## src/rtl/ft245_sync_device_pkg.sv

```systemverilog
// Shared definitions for the FT245 synchronous-FIFO device model.
// Holds the RX state encodings, the error-flag bit layout and the idle bus value.
package ft245_sync_device_pkg;

  typedef enum logic [1:0] {
    RX_IDLE  = 2'd0,
    RX_ARMED = 2'd1,
    RX_BURST = 2'd2
  } rx_state_t;

  localparam int ERR_RD_UNDERRUN   = 0;
  localparam int ERR_WR_OVERFLOW   = 1;
  localparam int ERR_RD_NO_OE      = 2;
  localparam int ERR_OE_WR_CONTEND = 3;

  // Packed so that member bit positions line up with the ERR_* indices above.
  typedef struct packed {
    logic oe_wr_contend;
    logic rd_no_oe;
    logic wr_overflow;
    logic rd_underrun;
  } err_t;

  localparam logic [7:0] BUS_IDLE_BYTE = 8'hFF;

endpackage

```

## src/rtl/ft245_sync_device_byte_fifo_sync.sv

```systemverilog
// Single-clock byte FIFO with first-word-fall-through head, plus a look-ahead of the head and count after this edge.
// Zero-latency read of the head; pushes when full and pops when empty are silently ignored.
module byte_fifo_sync #(
  parameter int         ADDR_WIDTH = 4,
  parameter logic [7:0] EMPTY_VAL  = 8'hFF
) (
  input  logic                  clk,
  input  logic                  rst_n,
  input  logic                  wr_en,
  input  logic [7:0]            wr_data,
  input  logic                  rd_en,
  output logic [7:0]            rd_data,
  output logic [7:0]            head_nxt,
  output logic [ADDR_WIDTH:0]   count_nxt,
  output logic                  full,
  output logic                  empty
);

  localparam int DEPTH = 1 << ADDR_WIDTH;
  localparam logic [ADDR_WIDTH:0]   FULL_CNT = (ADDR_WIDTH + 1)'(DEPTH);
  localparam logic [ADDR_WIDTH:0]   CNT_ONE  = (ADDR_WIDTH + 1)'(1);
  localparam logic [ADDR_WIDTH-1:0] PTR_ONE  = ADDR_WIDTH'(1);

  logic [7:0]            mem_q [DEPTH];
  logic [ADDR_WIDTH-1:0] wr_ptr_q, wr_ptr_d;
  logic [ADDR_WIDTH-1:0] rd_ptr_q, rd_ptr_d;
  logic [ADDR_WIDTH:0]   count_q;
  logic                  do_push, do_pop;

  always_comb begin
    full     = (count_q == FULL_CNT);
    empty    = (count_q == '0);
    do_push  = wr_en & ~full;
    do_pop   = rd_en & ~empty;
    rd_data  = empty ? EMPTY_VAL : mem_q[rd_ptr_q];
    wr_ptr_d = do_push ? wr_ptr_q + PTR_ONE : wr_ptr_q;
    rd_ptr_d = do_pop  ? rd_ptr_q + PTR_ONE : rd_ptr_q;

    count_nxt = count_q;
    if (do_push && !do_pop) begin
      count_nxt = count_q + CNT_ONE;
    end else if (!do_push && do_pop) begin
      count_nxt = count_q - CNT_ONE;
    end

    // A byte written this edge becomes the head when nothing older survives the pop.
    head_nxt = EMPTY_VAL;
    if (count_nxt != '0) begin
      if (empty || (count_q == CNT_ONE && do_pop)) begin
        head_nxt = wr_data;
      end else begin
        head_nxt = mem_q[rd_ptr_d];
      end
    end
  end

  always_ff @(posedge clk) begin
    if (!rst_n) begin
      wr_ptr_q <= '0;
      rd_ptr_q <= '0;
      count_q  <= '0;
    end else begin
      wr_ptr_q <= wr_ptr_d;
      rd_ptr_q <= rd_ptr_d;
      count_q  <= count_nxt;
    end
  end

  always_ff @(posedge clk) begin
    if (do_push) begin
      mem_q[wr_ptr_q] <= wr_data;
    end
  end

endmodule

```

## src/rtl/ft245_sync_device.sv

```systemverilog
// Device side of an FT245 synchronous FIFO bridge: host byte FIFOs on one side, FT245 strobes on the other.
// Read data is registered one edge after oe_n/rd_n; rde_n/txe_n are registered flow control, misuse sets sticky flags.
module ft245_sync_device
  import ft245_sync_device_pkg::*;
#(
  parameter int ADDR_WIDTH = 4
) (
  input  logic        clk,
  input  logic        rst_n,
  input  logic        host_rx_wr,
  input  logic [7:0]  host_rx_data,
  output logic        host_rx_full,
  input  logic        host_tx_rd,
  output logic [7:0]  host_tx_data,
  output logic        host_tx_empty,
  input  logic [7:0]  ftdi_data_in,
  output logic [7:0]  ftdi_data_out,
  output logic        ftdi_data_oe,
  output logic        ftdi_rde_n,
  output logic        ftdi_txe_n,
  output logic        ftdi_suspend_n,
  input  logic        ftdi_rd_n,
  input  logic        ftdi_wr_n,
  input  logic        ftdi_oe_n,
  input  logic        ftdi_siwu,
  output logic [3:0]  err_flags,
  output logic [15:0] rx_byte_count,
  output logic [15:0] tx_byte_count
);

  localparam int                  DEPTH    = 1 << ADDR_WIDTH;
  localparam logic [ADDR_WIDTH:0] FULL_CNT = (ADDR_WIDTH + 1)'(DEPTH);

  rx_state_t   rx_state_q, rx_state_d;
  logic        rde_n_q, rde_n_d;
  logic        txe_n_q, txe_n_d;
  logic [7:0]  data_out_q, data_out_d;
  err_t        err_q, err_d;
  logic [15:0] rx_cnt_q, rx_cnt_d;
  logic [15:0] tx_cnt_q, tx_cnt_d;

  logic oe, rd, wr;
  logic rx_pop, tx_push;

  logic [7:0]            rx_head_nxt;
  logic [ADDR_WIDTH:0]   rx_count_nxt, tx_count_nxt;
  logic                  rx_full, tx_empty;
  logic [7:0]            unused_rx_rd_data, unused_tx_head_nxt;
  logic                  unused_rx_empty, unused_tx_full;
  logic                  unused_siwu;

  assign unused_siwu = ftdi_siwu;

  byte_fifo_sync #(.ADDR_WIDTH(ADDR_WIDTH), .EMPTY_VAL(BUS_IDLE_BYTE)) u_rx_fifo (
    .clk       (clk),
    .rst_n     (rst_n),
    .wr_en     (host_rx_wr),
    .wr_data   (host_rx_data),
    .rd_en     (rx_pop),
    .rd_data   (unused_rx_rd_data),
    .head_nxt  (rx_head_nxt),
    .count_nxt (rx_count_nxt),
    .full      (rx_full),
    .empty     (unused_rx_empty)
  );

  byte_fifo_sync #(.ADDR_WIDTH(ADDR_WIDTH), .EMPTY_VAL(BUS_IDLE_BYTE)) u_tx_fifo (
    .clk       (clk),
    .rst_n     (rst_n),
    .wr_en     (tx_push),
    .wr_data   (ftdi_data_in),
    .rd_en     (host_tx_rd),
    .rd_data   (host_tx_data),
    .head_nxt  (unused_tx_head_nxt),
    .count_nxt (tx_count_nxt),
    .full      (unused_tx_full),
    .empty     (tx_empty)
  );

  always_comb begin
    oe = ~ftdi_oe_n;
    rd = ~ftdi_rd_n;
    wr = ~ftdi_wr_n;
    // A read strobe only counts once oe_n has been low for a full cycle.
    rx_pop  = oe & rd & ~rde_n_q & (rx_state_q != RX_IDLE);
    tx_push = wr & ~txe_n_q;
  end

  always_comb begin
    rx_state_d = rx_state_q;
    unique case (rx_state_q)
      RX_IDLE:  if (oe) rx_state_d = RX_ARMED;
      RX_ARMED: if (rd) rx_state_d = RX_BURST;
      RX_BURST: rx_state_d = RX_BURST;
      default:  rx_state_d = RX_IDLE;
    endcase
    if (!oe) begin
      rx_state_d = RX_IDLE;
    end
  end

  always_comb begin
    err_d = err_q;
    if (rd && oe && rde_n_q)            err_d.rd_underrun   = 1'b1;
    if (wr && txe_n_q)                  err_d.wr_overflow   = 1'b1;
    if (rd && rx_state_q == RX_IDLE)    err_d.rd_no_oe      = 1'b1;
    if (wr && oe)                       err_d.oe_wr_contend = 1'b1;

    rde_n_d    = (rx_count_nxt == '0);
    txe_n_d    = (tx_count_nxt == FULL_CNT);
    data_out_d = oe ? rx_head_nxt : data_out_q;
    rx_cnt_d   = rx_cnt_q + 16'(rx_pop);
    tx_cnt_d   = tx_cnt_q + 16'(tx_push);
  end

  always_ff @(posedge clk) begin
    if (!rst_n) begin
      rx_state_q <= RX_IDLE;
      rde_n_q    <= 1'b1;
      txe_n_q    <= 1'b0;
      data_out_q <= BUS_IDLE_BYTE;
      err_q      <= '0;
      rx_cnt_q   <= '0;
      tx_cnt_q   <= '0;
    end else begin
      rx_state_q <= rx_state_d;
      rde_n_q    <= rde_n_d;
      txe_n_q    <= txe_n_d;
      data_out_q <= data_out_d;
      err_q      <= err_d;
      rx_cnt_q   <= rx_cnt_d;
      tx_cnt_q   <= tx_cnt_d;
    end
  end

  assign host_rx_full   = rx_full;
  assign host_tx_empty  = tx_empty;
  assign ftdi_data_out  = data_out_q;
  assign ftdi_data_oe   = ~ftdi_oe_n;
  assign ftdi_rde_n     = rde_n_q;
  assign ftdi_txe_n     = txe_n_q;
  assign ftdi_suspend_n = 1'b1;
  assign err_flags      = err_q;
  assign rx_byte_count  = rx_cnt_q;
  assign tx_byte_count  = tx_cnt_q;

endmodule

```

## config.mk

```make
export PLATFORM = sky130hd
export DESIGN_NAME = ft245_sync_device
export DESIGN_NICKNAME = d
export VERILOG_FILES = /design/src/rtl/ft245_sync_device_pkg.sv /design/src/rtl/ft245_sync_device_byte_fifo_sync.sv /design/src/rtl/ft245_sync_device.sv
export SDC_FILE = /design/constraint.sdc
export NUM_CORES = 1
export LEC_CHECK = 0
export BUFFER_PORTS_ARGS = -buffer_cell sky130_fd_sc_hd__buf_4
export CAP_MARGIN = 20
export CORE_ASPECT_RATIO = 1.1
export CORE_UTILIZATION = 66
export DETAILED_ROUTE_END_ITERATION = 10
export GPL_TIMING_DRIVEN = 1
export PLACE_DENSITY = 0.85
export REMOVE_ABC_BUFFERS = 1
export SETUP_SLACK_MARGIN = 0.15
export SYNTH_ARGS = -nofsm -noshare
export SYNTH_HDL_FRONTEND = slang
export SYNTH_SLANG_ARGS = --single-unit
```

## constraint.sdc

```tcl
create_clock -name clk -period 5 [get_ports clk]
set_input_delay 0.25 -clock clk [delete_from_list [all_inputs] [get_ports clk]]
set_output_delay 0.25 -clock clk [all_outputs]
set_load 0.005 [all_outputs]
```

# == After elaboration in Yosys (flattened, before gate mapping) ==
# Memories as Yosys holds them, arrays and structs flattened. A register that Yosys moved wholly into a read port is not among the register bits.
# Index checks and enable logic that the tools add are counted.
# classes
n_reduce_logical,22
n_eq_ne,7
add_sub_neg,10
n_mux,16
n_bitwise,18
# op_table
cell,count
adder 16 x 1 -> 16 bit,2
2-to-1 mux 8 bit,3
2-to-1 mux 5 bit,4
adder 4 x 1 -> 4 bit (second input constant),4
equality test 5 bit (second input constant),3
zero test 5 bit,3
2-to-1 mux 4 bit,3
adder 5 x 1 -> 5 bit (second input constant),2
logical AND 1 bit,10
inverter 1 bit,10
subtractor 5 x 1 -> 5 bit (second input constant),2
AND 1 bit,8
case mux 2 bit (3 select lines),1
equality test 5 x 1 -> 1 bit (second input constant),1
nonzero test 5 bit,1
zero test 1 bit,4
2-to-1 mux 1 bit,4
equality test 2 x 1 -> 1 bit (second input constant),1
equality test 2 bit (second input constant),1
zero test 2 bit,1
2-to-1 mux 2 bit,1
!= test 2 bit (second input constant),1
nonzero test 2 bit,1
OR reduction 2 bit,1
logical OR 1 bit,1
# totals
wordCells,91
ramBits,256
n_memories,2
reg_bits,74
in_bits,24
out_inout_bits,58
# mem_list
name,depth,width,read_ports,rd_ports_with_merged_regs,write_ports,line,text
u_rx_fifo.mem_q,16,8,1,0,1,ft245_sync_device_byte_fifo_sync.sv:24,logic [7:0] mem_q [DEPTH];
u_tx_fifo.mem_q,16,8,1,1,1,ft245_sync_device_byte_fifo_sync.sv:24,

# == Depth between registers and ports, before layout ==
# Gate-level depths: netlist of run 1.
# logic_depth
ltp_word,10
mapped_depth,13
ltp_nobuf,10

# == By module ==
# Synthesis of run 1 repeated with hierarchy kept, for this count alone.
# hier_totals
cells_unflattened,1134
area_unflattened_um2,16544.6
# modules_own_cells
module,cells_per_inst,area_per_inst_um2,instances,seq_area_each_um2
byte_fifo_sync at u_tx_fifo,469,7350.8,1,4103.9
byte_fifo_sync at u_rx_fifo,448,7086.8,1,4103.9
ft245_sync_device,217,2107.0,1,960.9

# == Least setup slack after synthesis of run 1 ==
# Ideal clock, no wire load.
# synth_timing
path_type,reg2reg
start,reg u_rx_fifo.count_q[0]
end,"reg data_out_q[6], in the netlist ftdi_data_out[6]"
t_arrival_ns,2.585
required_time_ns,4.860
slack_ns,2.275
path_stages_with_launch,13
period_less_slack_ns,2.725
setup_ns,0.140
path_cell_list,dfxtp_1 > inv_1 > ha_1 > or4b_1 > buf_4 > and3_4 > buf_6 > buf_6 > a221oi_2 > nor2_1 > o311a_1 > a211oi_1 > o211ai_1
# synth_between
elab_chain_len,9
word_cells_on_any_way,22
# synth_rtl
element,line,text
from (decl),ft245_sync_device_byte_fifo_sync.sv:27,logic [ADDR_WIDTH:0] count_q;
from (signal assigned),ft245_sync_device_byte_fifo_sync.sv:65,count_q <= count_nxt;
branches (longest 8 deep; another with memory read (16 x 8 bit)),n/a,
2-to-1 mux 8 bit *,ft245_sync_device_byte_fifo_sync.sv:48,if (count_nxt != '0) begin
to (signal assigned),ft245_sync_device.sv:129,data_out_q <= data_out_d;
to (decl),ft245_sync_device.sv:37,"logic [7:0] data_out_q, data_out_d;"
# Every way passes the cells marked *.
# A chain may end at the register's enable or synchronous reset.

# == Worst setup path in the final report of run 1 ==
# layout_timing
start,reg u_rx_fifo.count_q[0]
end,"reg data_out_q[1], in the netlist ftdi_data_out[1]"
# Same word-level chain as after synthesis.

==> results of run 1 <==
synth_stat cells, types with 14 or more instances:
library cell / n
a221oi_1: 81
nor2_1: 66
a22oi_1: 14
ha_1: 23
mux2i_1: 19
inv_1: 17
dfxtp_1: 78
clkbuf_1: 38
mux4_2: 44
nand3_1: 46
xnor2_1: 35
o22ai_1: 17
nand2_1: 46
nor3_1: 16
and2_1: 61
buf_2: 16
edfxtp_1: 256
worst paths after layout:
path	startpoint	to	slack [ps]	cells after the start
worst max register to register	u_rx_fifo.count_q[0]$_SDFF_PN0_	ftdi_data_out[1]$_SDFFE_PN1N_	1230	10
worst min register to register	rx_state_q[1]$_SDFFE_PP0P_	rx_state_q[1]$_SDFFE_PP0P_	460	2
worst max-delay path	u_rx_fifo.count_q[0]$_SDFF_PN0_	ftdi_data_out[1]$_SDFFE_PN1N_	1230	10
worst min-delay path	ftdi_rd_n	rx_state_q[1]$_SDFFE_PP0P_	60	3
kinds of logic (layout without fill, tap and decap cells):
logic type | after synthesis | in the layout | share of synthesized area (%)
AO/OA/AOI/OAI | 201 | 201 | 11.01
flip-flops | 334 | 334 | 62.30
AND/OR/NAND/NOR | 321 | 321 | 11.57
adder cells (fa/ha/maj) | 23 | 23 | 1.939
other | 1 | 1 | 0.02526
buffers and inverters | 94 | 176 | 2.958
multiplexers | 63 | 63 | 7.956
XOR/XNOR | 38 | 38 | 2.242
metrics by stage:
| step | power [mW] | worst slack, ps | hold slack [ps] | util, % |
|---|---|---|---|---|
| final | 6.407 | 1234 | 56.22 | 75.33 |
| after detailed placement | 3.968 | 1067 | 458.0 | 70.33 |
| after global placement | 3.929 | 1315 | 451.4 | 70.33 |
| after global routing | 6.595 | 978.4 | 52.35 | 75.33 |
| after floorplan | 3.675 | 270.8 | 326.2 | - |
| after CTS | 6.434 | 1054 | 39.36 | 75.27 |
critical path: stages (launching register included):
cell,delay [ps]
dfxtp_1,380
inv_1,130
ha_1,210
or4b_1,690
a21oi_4,680
buf_4,460
a221oi_1,160
o22ai_1,210
nor2_1,50
or4_1,540
a32oi_1,170
metal layers:
metal  wire [um]  part of all wire (%)  track usage (%)  up-vias
met5           0                     0                0        -
met4         973                   2.9            11.70        0
met3        2356                   7.0            4.613       91
met2       18010                    53            52.88      474
met1       12520                    37            35.95     4818
li1            -                     -                -     4351
sequential cells by signal, indices dropped and copies added, names as in the netlist, named ones only:
| name | flops |
|---|---|
| u_tx_fifo.rd_ptr_q | 4 |
| u_rx_fifo.wr_ptr_q | 4 |
| u_tx_fifo.wr_ptr_q | 4 |
| u_tx_fifo.mem_q | 128 |
| u_rx_fifo.count_q | 5 |
| ftdi_rde_n | 1 |
| u_rx_fifo.mem_q | 128 |
| rx_state_q | 2 |
| u_rx_fifo.rd_ptr_q | 4 |
| ftdi_data_out | 8 |
| err_flags | 4 |
| ftdi_txe_n | 1 |
| tx_byte_count | 16 |
| rx_byte_count | 16 |
| u_tx_fifo.count_q | 5 |
power by group through the flow:
| stage | combinational, mW | clock (mW) | sequential, mW |
|---|---|---|---|
| 2_1_floorplan | 0.467 | 0 | 3.21 |
| 3_3_place_gp | 0.730 | 0 | 3.20 |
| 3_5_place_dp | 0.765 | 0 | 3.20 |
| 4_1_cts | 0.788 | 2.50 | 3.15 |
| 5_1_grt | 0.844 | 2.60 | 3.15 |
| 6_report | 0.784 | 2.48 | 3.14 |
area by class of cell:
class                      count  area (um^2)
sequential                   334         9251
tap                          295        369.1
fill                        1326         5454
timing repair buffer          93        695.7
multi-input combinational    647         5164
clock buffer                  45        953.4
inverter                      21        81.33
clock inverter                17        140.1
==> qor.txt, run 1 <==
Tot GR Track Use = 29.57%
Final Hold Viols = 0
post-CTS setup repair buffer count = 0
Post-Syn Area per Cell = 13.81 um^2
ratio of cells with drive above 1 in the final layout = 18.24%
Synth warnings = 0
die extent in y = 159.3 um
WL/cell = 23.32 um
number of synthesized flops with an enable pin = 256
post-DR vias/cell = 6.704
clock skew = 20.69 ps
Hold Crit Class = in2reg
Tmin final = 3766 ps
Num CTS Buffers = 35
Synth top area share = 51.78%
CP Data Required Time = 5430 ps
status = complete, no violations
register area share after synthesis = 62.30%
Power Internal = 4.901 mW
critical path type = reg2reg
cell area after layout = 0.01665 mm^2
io pins = 82
area of the die = 0.02310 mm^2
pin count of the biggest net entering global routing = 80
Lkg Pwr = 5.610 nW
commonest non-fill, non-tap cell in the layout = edfxtp_1
Tightest Pin Transition = 963.1 ps
H-tree depth = 2
Area Overhead vs Synth = 12.19%
HPWL reported at the end of detailed placement = 21000 um
Pwr Density = 384.7 mW/mm^2
max-cap viol count = 0
Post-Syn Instances = 1075
cell accounting for the most synthesized area = edfxtp_1
CP Data Arrival Time = 4200 ps
CTS Root Cell = clkbuf_16
antenna viol nets, final = 0
Clock Latency Late Sink = 520 ps
Async SR Flop Fraction = 0%
Crit. End Element = flip-flop
DIE WIDTH = 145.0 um
top_reg_cell synth = edfxtp_1
clock sinks = 334
Cell Area, Placed = 0.01555 mm^2
FP Rows = 57
DR vias = 9734
Reg power frac = 49.1%
Clock transition at path regs = 60 ps
Finish-stage setup viols = 0
first-pass GRT wire length = 52830 um
DR DRC count = 0
gpl congestion = 0.8225
P_sw = 1.506 mW
Finished Layout Cells = 1452
VDD IR max = 0.3712 mV
CP max FO = 32
Post-Place Cells = 1388
commonest non-fill, non-tap cells in the layout = 256 x edfxtp_1, 92 x buf_4, 81 x a221oi_1
grt ovf = 0
post-route setup TNS = 0 ps
starting density of the core = 67.15%
core footprint = 0.02211 mm^2
Max Root-Sink Buffers = 3
initial antenna violation count = 0
sw frac = 23.50%
DR pass1 iterations = 6
post-CTS sizing = 0
CTS tree = built
slew margin rel. = 35.56%
synth top area cells = edfxtp_1 52%, dfxtp_1 11%, mux4_2 6.7%
PortBufs = 79
clock power share = 38.7%
Max Slew Vio Count = 0
Mapped Area = 0.01485 mm^2
synth unique cells = 72
vias in the first global route = 9705
Logic pwr share = 12.2%
Starting DRT DRC Count = 1102
Final #Nets = 1179
Final Cycle Share = 75.31%
Post-Route WL = 33860 um
unrepaired setup endpoints after global routing = false
Worst Setup Start Kind = flip-flop
#FFs+latches synth = 334
Fmax achieved = 0.2656 GHz
hold_buf cts = 0
diode count = 0
Power figures use the tool's default switching activity.
==> run 2: changes to the inputs <==
--- a/config.mk
+++ b/config.mk
@@ -8,10 +8,10 @@
 export BUFFER_PORTS_ARGS = -buffer_cell sky130_fd_sc_hd__buf_4
 export CAP_MARGIN = 20
 export CORE_ASPECT_RATIO = 1.1
-export CORE_UTILIZATION = 66
+export CORE_UTILIZATION = 55
 export DETAILED_ROUTE_END_ITERATION = 10
 export GPL_TIMING_DRIVEN = 1
-export PLACE_DENSITY = 0.85
+export PLACE_DENSITY = 0.76
 export REMOVE_ABC_BUFFERS = 1
 export SETUP_SLACK_MARGIN = 0.15
 export SYNTH_ARGS = -nofsm -noshare
==> constraint.sdc (replaced) <==
create_clock -name clk -period 3.15 [get_ports clk]
set_input_delay 0.1575 -clock clk [delete_from_list [all_inputs] [get_ports clk]]
set_output_delay 0.1575 -clock clk [all_outputs]
set_load 0.005 [all_outputs]
==> run 2 against run 1 <==
  * Total power increased by 63%
  * Routed wire length decreased by 1.5%
  * Highest routed layer unchanged
  * Hold slack got worse by 36 ps
  * Flip-flop and latch count unchanged
  * Critical path type unchanged
  * Largest cell class unchanged
  * First-iteration DRC count decreased by 7.9%
==> qor.txt, run 2 (same netlist as run 1, synthesis figures left out) <==
status = complete, no violations
Tot GR Track Use = 24.39% (-5.2 points)
CP Data Required Time = 3590 ps (-1840 ps)
Final #Nets = 1242 (+5.3%)
Hold Crit Class = in2reg
PortBufs = 79 (unchanged)
diode count = 0 (unchanged)
cell area after layout = 0.01752 mm^2 (+5.2%)
WL/cell = 21.22 um (-9.0%)
Finish-stage setup viols = 0 (unchanged)
reg2reg setup slack = 260 ps (-970 ps)
post-DR vias/cell = 6.302 (-6.0%)
post-route setup TNS = 0 ps (unchanged)
Worst Setup Start Kind = flip-flop
Finished Layout Cells = 1572 (+8.3%)
FP Rows = 62 (+8.8%)
Power Internal = 8.063 mW (+65%)
crit path from = u_rx_fifo.count_q[1]$_SDFF_PN0_
FF-to-FF End = ftdi_data_out[7]$_SDFFE_PN1N_
worst reg2reg startpoint = u_rx_fifo.count_q[1]$_SDFF_PN0_
slew margin rel. = 53.30% (+18 points)
first-pass GRT wire length = 51610 um (-2.3%)
worst r2r path cells = 12 (+2)
Area Overhead vs Synth = 17.99%
clock sinks = 334 (unchanged)
commonest non-fill, non-tap cells in the layout = 256 x edfxtp_1, 124 x buf_4, 81 x a221oi_1
clock power share = 39.6% (+0.9 points)
VDD IR max = 0.5047 mV (+36%)
area of the die = 0.02765 mm^2 (+20%)
Clock transition at path regs = 60 ps (about the same)
CTS tree = built
DIE WIDTH = 158.6 um (+9.4%)
sw frac = 22.91% (-0.59 points)
Tmin final = 2889 ps (-876.3 ps)
core footprint = 0.02630 mm^2 (+19%)
worst setup path endpoint = ftdi_data_out[7]$_SDFFE_PN1N_
Num CTS Buffers = 36 (+2.9%)
Logic pwr share = 13.3% (+1.1 points)
Final Hold Viols = 0 (unchanged)
biggest regs = u_rx_fifo.mem_q: 128 flops, u_tx_fifo.mem_q: 128 flops
Crit. End Element = flip-flop
Pwr Density = 597.1 mW/mm^2 (+55%)
Lkg Pwr = 6.026 nW (+7.4%)
H-tree depth = 2 (unchanged)
clock skew = 18.39 ps (-2.296 ps)
CP max FO = 24 (-25%)
Max Slew Vio Count = 0 (unchanged)
Final Cycle Share = 91.73% (+16 points)
DR DRC count = 0 (unchanged)
Post-Route WL = 33350 um (-1.5%)
Tightest Pin Transition = 700.6 ps (-262.5 ps)
CP Data Arrival Time = 3330 ps (-870 ps)
Max Root-Sink Buffers = 3 (unchanged)
HPWL reported at the end of detailed placement = 21160 um (+0.74%)
grt ovf = 0 (unchanged)
die extent in y = 174.3 um (+9.4%)
Post-Place Cells = 1488 (+7.2%)
DR pass1 iterations = 5 (-1)
Reg power frac = 47.1% (-2.0 points)
unrepaired setup endpoints after global routing = true
initial antenna violation count = 0 (unchanged)
Starting DRT DRC Count = 1015 (-7.9%)
pin count of the biggest net entering global routing = 80 (unchanged)
Fmax achieved = 0.3461 GHz (+30%)
io pins = 82 (unchanged)
Cell Area, Placed = 0.01603 mm^2 (+3.1%)
antenna viol nets, final = 0 (unchanged)
DR vias = 9907 (+1.8%)
Clock Latency Late Sink = 520 ps (about the same)
commonest non-fill, non-tap cell in the layout = edfxtp_1
P_sw = 2.396 mW (+59%)
ratio of cells with drive above 1 in the final layout = 21.97% (+3.7 points)
gpl congestion = 0.8612 (+4.7%)
vias in the first global route = 9676 (-0.30%)
Total Power = 10.46 mW (+63%)
critical path type = reg2reg
max-cap viol count = 0 (unchanged)
starting density of the core = 56.45% (-11 points)
CTS Root Cell = clkbuf_16
[run 2: power by group through the flow]
stage | Combinational (mW) | Clock (mW) | Sequential [mW]
3_5_place_dp | 1.35 | 0 | 5.01
5_1_grt | 1.53 | 4.35 | 4.94
3_3_place_gp | 1.30 | 0 | 5.01
2_1_floorplan | 0.741 | 0 | 5.09
4_1_cts | 1.38 | 4.20 | 4.92
6_report | 1.39 | 4.15 | 4.93
[run 2: final cells by class]
type | instances | area (um^2)
sequential | 334 | 9253
multi-input combinational | 648 | 5239
clock buffer | 44 | 962.2
fill | 1813 | 8781
tap | 352 | 440.4
timing repair buffer | 154 | 1335
clock inverter | 19 | 201.4
inverter | 21 | 86.33
[run 2: timing repair]
item                                    4_1_cts  5_1_grt
hold endpoints to repair                    208        0
cloned                                        1        1
pin swaps                                     3        7
setup buffers                                 2        1
endpoints found under the setup margin        8        8
hold buffers                                 16        0
gates resized for setup                       4       21
[run 2: layer usage]
layer,track usage (%),share of wire (%)
met5,0,0
met4,8.774,3.0
met3,3.715,6.4
met2,42.89,52
met1,30.18,39
[run 2: worst min-delay path by stage]
stage                                    from                         endpoint  cells after the start
floorplan                               rst_n            ftdi_rde_n$_SDFF_PN1_                      1
detailed placement  err_flags[3]$_SDFFE_PN0P_        err_flags[3]$_SDFFE_PN0P_                      1
finish                        host_rx_data[7]  u_rx_fifo.mem_q[9][7]$_DFFE_PP_                      1
global placement              ftdi_data_in[6]  u_tx_fifo.mem_q[0][6]$_DFFE_PP_                      1
CTS                           host_rx_data[7]  u_rx_fifo.mem_q[9][7]$_DFFE_PP_                      1
global route                  host_rx_data[7]  u_rx_fifo.mem_q[9][7]$_DFFE_PP_                      1
[run 2: through the flow]
step                util (%)  hold slack (ps)  setup WS, ps
detailed placement     60.96            461.1         54.69
global route           66.61            10.63         128.6
floorplan                  -            233.7         -1579
global placement       60.96            451.7         94.04
finish                 66.61            20.19         260.6
CTS                    66.25            6.654         155.3
[run 2: worst max-delay path: stages, from the launching register on]
cell,delay (ps)
dfxtp_2,340
inv_2,80
ha_4,140
or4b_4,470
buf_6,170
a21oi_4,260
buf_6,180
buf_12,160
a221oi_1,100
nand3_1,110
nand2_1,80
or4_1,540
a32oi_1,170
